$ cat config.mk
export PLATFORM = sky130hd
export DESIGN_NAME = control_unit
export DESIGN_NICKNAME = d
export VERILOG_FILES = /design/src/rtl/proc_pkg.sv /design/src/rtl/dec3to8.sv /design/src/rtl/control_unit.sv
export SDC_FILE = /design/constraint.sdc
export NUM_CORES = 1
export LEC_CHECK = 0
export CORE_ASPECT_RATIO = 1.5
export CORE_MARGIN = 2
export CORE_UTILIZATION = 35
export DETAILED_ROUTE_END_ITERATION = 10
export PLACE_DENSITY = 0.81
export SKIP_CTS_REPAIR_TIMING = 1
export SLEW_MARGIN = 5
export SYNTH_ARGS = -nofsm -noshare
export SYNTH_HDL_FRONTEND = slang
export SYNTH_SLANG_ARGS = --single-unit
export TNS_END_PERCENT = 1
$ cat constraint.sdc
create_clock -name Clock -period 2.1 [get_ports Clock]
set_clock_uncertainty 0.05 [all_clocks]
set_input_delay 0.21 -clock Clock [delete_from_list [all_inputs] [get_ports Clock]]
set_output_delay 0.21 -clock Clock [all_outputs]
set_load 0.02 [all_outputs]
$ cat src/rtl/proc_pkg.sv
// ---------------------------------------------------------------------------
// proc_pkg
//   Shared definitions for the simple 16-bit processor control path:
//   opcode encodings, the timestep state type, and the bit positions of the
//   III / XXX / YYY fields inside the 9-bit instruction register.
// ---------------------------------------------------------------------------
package proc_pkg;

  // Instruction opcodes (III field); 100..111 are reserved
  localparam logic [2:0] OP_MV  = 3'b000;
  localparam logic [2:0] OP_MVI = 3'b001;
  localparam logic [2:0] OP_ADD = 3'b010;
  localparam logic [2:0] OP_SUB = 3'b011;

  // Instruction field layout: III XXX YYY
  localparam int FIELD_W   = 3;
  localparam int IR_OP_MSB = 8;
  localparam int IR_X_MSB  = 5;
  localparam int IR_Y_MSB  = 2;

  // Timesteps, binary encoded so all four codes are legal states
  typedef enum logic [1:0] {
    T0 = 2'b00,
    T1 = 2'b01,
    T2 = 2'b10,
    T3 = 2'b11
  } state_t;

endpackage

$ cat src/rtl/dec3to8.sv
// ---------------------------------------------------------------------------
// dec3to8
//   Decodes a 3-bit register index into a one-hot [0:7] vector, where bit 0
//   (the MSB) corresponds to index 0. With i_en low the output is all zeros.
//
//   Ports:
//     i_idx  [2:0]  register index
//     i_en          decode enable
//     o_hot  [0:7]  one-hot result
// ---------------------------------------------------------------------------
module dec3to8 (
  input  logic [2:0] i_idx,
  input  logic       i_en,
  output logic [0:7] o_hot
);

  always_comb begin
    o_hot = '0;
    if (i_en) begin
      o_hot[i_idx] = 1'b1;
    end
  end

endmodule

$ cat src/rtl/control_unit.sv
// ---------------------------------------------------------------------------
// control_unit
//   Sequencing FSM for the simple 16-bit processor. Latches a 9-bit
//   instruction from the top of DIN in T0 and steps through T1..T3 to run
//   mv, mvi, add and sub by driving the bus-mux selects and datapath enables.
//   Only the state and IR are registered; every other output is a
//   combinational decode of (state, IR).
//
//   Ports:
//     Clock         rising-edge system clock
//     Resetn        asynchronous active-low reset
//     Run           start request, only looked at in T0
//     DIN           instruction (T0) / immediate for mvi (T1)
//     Rout  [0:7]   one-hot register-to-bus select, Rout[0] = R0
//     Gout          G to bus
//     DINout        DIN to bus
//     Rin   [0:7]   one-hot register load enable, Rin[0] = R0
//     Ain           load A from bus
//     Gin           load G from ALU
//     AddSub        ALU control, 1 = subtract
//     Done          last cycle of the current instruction
//     IR            instruction register (debug view)
// ---------------------------------------------------------------------------
module control_unit
  import proc_pkg::*;
#(
  parameter int DATA_W = 16,
  parameter int IR_W   = 9
) (
  input  logic              Clock,
  input  logic              Resetn,
  input  logic              Run,
  input  logic [DATA_W-1:0] DIN,
  output logic [0:7]        Rout,
  output logic              Gout,
  output logic              DINout,
  output logic [0:7]        Rin,
  output logic              Ain,
  output logic              Gin,
  output logic              AddSub,
  output logic              Done,
  output logic [IR_W-1:0]   IR
);

  state_t              r_state;
  state_t              w_nextState;
  logic [IR_W-1:0]     r_ir;

  logic [FIELD_W-1:0]  w_op;
  logic [FIELD_W-1:0]  w_x;
  logic [FIELD_W-1:0]  w_y;

  logic                w_routEn;
  logic [FIELD_W-1:0]  w_routSel;
  logic                w_rinEn;

  // The low DIN bits carry immediates for the datapath, not instruction bits
  logic                w_unusedDin;
  assign w_unusedDin = ^DIN[DATA_W-IR_W-1:0];

  assign w_op = r_ir[IR_OP_MSB -: FIELD_W];
  assign w_x  = r_ir[IR_X_MSB  -: FIELD_W];
  assign w_y  = r_ir[IR_Y_MSB  -: FIELD_W];
  assign IR   = r_ir;

  // State and instruction registers; IR only loads when a new instruction
  // is accepted in T0, so it stays stable for the rest of the instruction.
  always_ff @(posedge Clock or negedge Resetn) begin
    if (!Resetn) begin
      r_state <= T0;
      r_ir    <= '0;
    end else begin
      r_state <= w_nextState;
      if ((r_state == T0) && Run) begin
        r_ir <= DIN[DATA_W-1 -: IR_W];
      end
    end
  end

  // Next-state and output decode. The register-to-bus select reads X in T1
  // (first add/sub operand into A) and Y everywhere else.
  always_comb begin
    w_nextState = r_state;
    w_routEn    = 1'b0;
    w_routSel   = w_y;
    w_rinEn     = 1'b0;
    Gout        = 1'b0;
    DINout      = 1'b0;
    Ain         = 1'b0;
    Gin         = 1'b0;
    AddSub      = 1'b0;
    Done        = 1'b0;

    unique case (r_state)
      T0: begin
        w_nextState = Run ? T1 : T0;
      end

      T1: begin
        unique case (w_op)
          OP_MV: begin
            w_routEn    = 1'b1;
            w_routSel   = w_y;
            w_rinEn     = 1'b1;
            Done        = 1'b1;
            w_nextState = T0;
          end
          OP_MVI: begin
            DINout      = 1'b1;
            w_rinEn     = 1'b1;
            Done        = 1'b1;
            w_nextState = T0;
          end
          OP_ADD, OP_SUB: begin
            w_routEn    = 1'b1;
            w_routSel   = w_x;
            Ain         = 1'b1;
            w_nextState = T2;
          end
          default: begin
            // Reserved opcodes retire immediately without touching the datapath
            Done        = 1'b1;
            w_nextState = T0;
          end
        endcase
      end

      T2: begin
        w_routEn    = 1'b1;
        w_routSel   = w_y;
        Gin         = 1'b1;
        AddSub      = (w_op == OP_SUB);
        w_nextState = T3;
      end

      T3: begin
        Gout        = 1'b1;
        w_rinEn     = 1'b1;
        Done        = 1'b1;
        w_nextState = T0;
      end

      default: begin
        w_nextState = T0;
      end
    endcase
  end

  dec3to8 u_routDec (
    .i_idx (w_routSel),
    .i_en  (w_routEn),
    .o_hot (Rout)
  );

  dec3to8 u_rinDec (
    .i_idx (w_x),
    .i_en  (w_rinEn),
    .o_hot (Rin)
  );

endmodule

==> metrics.md <==
| Metric | Value |
|---|---|
| Min Tclk post-route | 2040 ps |
| Die area | 2540 um^2 |
| Vias per inst | 4.82 |
| Critical Path, Cell by Cell | inv_2, ha_4, nand3b_4, mux2i_2, nand3b_4, nor3_2, buf_4 |
| Share of layout cells above drive strength 1 | 0.344 |
| Via Count | 709 |
| Mapped Cells | 70 |
| Vias in the first global route | 711 |
| Buf/Inv on CP | 2 |
| Port Buffers | 42 |
| Worst path slowest cell | dfrtp_1 |
| Setup tns final | 0 ps |
| Initial core utilization | 0.371 |
| NumNets Final | 150 |
| WHS | 229 ps |
| Starting DRT DRC Count | 8 |
| Pins Over Slew Limit | 0 |
| #FFs+latches synth | 11 |
| Peak supply drop | 0.907 mV |
| Final Hold Violating Endpoints | 0 |
| Arrival @ worst endpoint | 1780 ps |
| CP Class | reg2out |
| Most common cell after layout, fill and taps aside | clkdlybuf4s50_1 |
| Total CTS buffers | 3 |
| Maximum clock rate | 0.490 GHz |
| Most frequent cells in the layout | clkdlybuf4s50_1, nor2_1, dfrtp_1, buf_4 |
| Die width | 41.8 um |
| Drt wl/cell | 13.2 um |
| CP startpoint kind | flip-flop |
| CTS sink cnt | 11 |
| Cell family with most CP delay | simple AND/OR/NAND/NOR gates |
| Most used cell, CP | nand3b_4 |
| Final setup fails | 0 |
| Routability cong. | 0.703 |
| Routed Antenna Nets | 0 |
| Total placed cells including tap cells | 143 |
| Mean Syn Cell Area | 10.7 um^2 |
| Die H | 60.8 um |
| Worst rel slew slack | 0.659 |
| Root Buffer | clkbuf_4 |
| Max-cap viol count | 0 |
| RSZ-0062 raised after global routing | yes |
| Gr usage total | 0.163 |
| Initial antenna violation count | 0 |
| Period utilisation layout | 0.972 |
| Clock Path Buffers | 2 |
| Post-Route WL | 1.94 mm |
| I/O pin cnt | 50 |
| Outcome | complete, no violations |
| Worst Hold Class | in2async |
| Wire length of the first global-routing pass | 3.17 mm |
| CTS tree | done |
| Largest net degree at the start of global routing | 12 |
| Cell leakage power | 0.000765 uW |
| CP endpoint kind | primary output |
| Worst path max stage delay | 390 ps |
| CORE AREA | 2030 um^2 |
| Drt first pass iters | 3 |
| Syn Nets | 94 |
| N_diodes | 0 |
| Actual slew at the worst max-slew pin | 510 ps |
| Final HPWL DP | 1.57 mm |
| Fin cells | 147 |
| Mapped cell area | 752 um^2 |
| Latest clock arrival within the worst-skew pair | 270 ps |
| Worst-path clk slew | 70 ps |
| Critical Path RT | 1840 ps |
| Post-synth cell types | 19 |
| PwrDens | 1460 nW/um^2 |
| Residual DRC | 0 |
| Crit-path max FO | 5 |
| Post-synthesis sequential area ratio | 0.366 |
| Site row count | 20 |
| Area delta synth->final | 71.5% |
| Yosys warns | 0 |
| Grt ovf | 0 |
| CTS H-Tree Depth | 1 |
-- final timing paths --
kind                            start  depth (start not counted)  slack [ps]          to
setup / recovery            flip-flop                          7          60     Rout[7]
hold / removal                 Resetn                          1         230  r_state[0]
setup reg to reg           r_state[0]                          5         440       IR[6]
hold reg to reg                 IR[0]                          1         530       IR[0]
max in group asynchronous      Resetn                          1        1420       IR[3]
min in group Clock             DIN[8]                          2         500       IR[1]
-- per-layer routing --
metal / track usage / vias up / part of all wire
met2: 0.346 / 17 / 0.60
li1: - / 354 / -
met5: 0 / - / 0
met4: 0.0415 / 0 / 0
met1: 0.161 / 338 / 0.35
met3: 0.0268 / 0 / 0.043
-- area by class of cell --
type                       count  area (um^2)
clock buffer                   4         26.3
multi-input combinational     55          478
fill                         167          737
inverter                       4         15.0
tap                           22         27.5
sequential                    11          275
timing repair buffer          51          468
-- where the power goes --
part | switching, uW | internal (uW) | total (uW)
Clock | 69.7 | 73.4 | 143
Sequential | 149 | 319 | 469
Combinational | 604 | 662 | 1270
Total | 823 | 1060 | 1880
-- cells by family after synthesis --
logic type                 after synthesis  synth area share
and+or+nand+nor                         32             0.256
adders and majority gates                5            0.0832
AOI/OAI and AO/OA                        4            0.0383
buffers and inverters                    4            0.0200
muxes                                   14             0.236
DFF                                     11             0.366
-- worst reg2reg max path, cell delays in order (launching register included) --
cell and delay (ps):
dfrtp_1 390, buf_4 140, inv_1 70, ha_1 200
nand2_1 300, mux2_2 390
-- per-stage QoR --
step           cell area [um^2]  utilization  power [uW]  setup WS, ps
5_1_grt                    1290        0.636        2010         -61.3
3_3_place_gp               1270        0.625        1690          -184
3_5_place_dp               1270        0.625        1730          -211
6_report                   1290        0.636        1880          58.9
4_1_cts                    1290        0.638        1880          -510
2_1_floorplan               752            -        1190           216
-- synth_stat cells --
library cell / number / area share
nor2_1: 13 / 0.065
dfrtp_1: 11 / 0.37
mux2_2: 10 / 0.15
ha_1: 5 / 0.083
nand2_1: 5 / 0.025
nand2b_1: 5 / 0.042
inv_1: 4 / 0.020
mux2i_1: 2 / 0.027
mux2i_4: 2 / 0.060
nand3b_4: 2 / 0.053
nor3_1: 2 / 0.013
nor3_2: 2 / 0.027
a21o_1: 1 / 0.010
a31o_2: 1 / 0.012
and2_1: 1 / 0.0083
nand3_2: 1 / 0.013
nor3b_1: 1 / 0.010
o21ai_1: 1 / 0.0066
o21bai_1: 1 / 0.010
-- sequential cells by signal, indices dropped and copies added (netlist names), named ones only --
| name | cells |
|---|---|
| r_state | 1 |
| IR | 9 |
(Power assumes the default switching activity.)
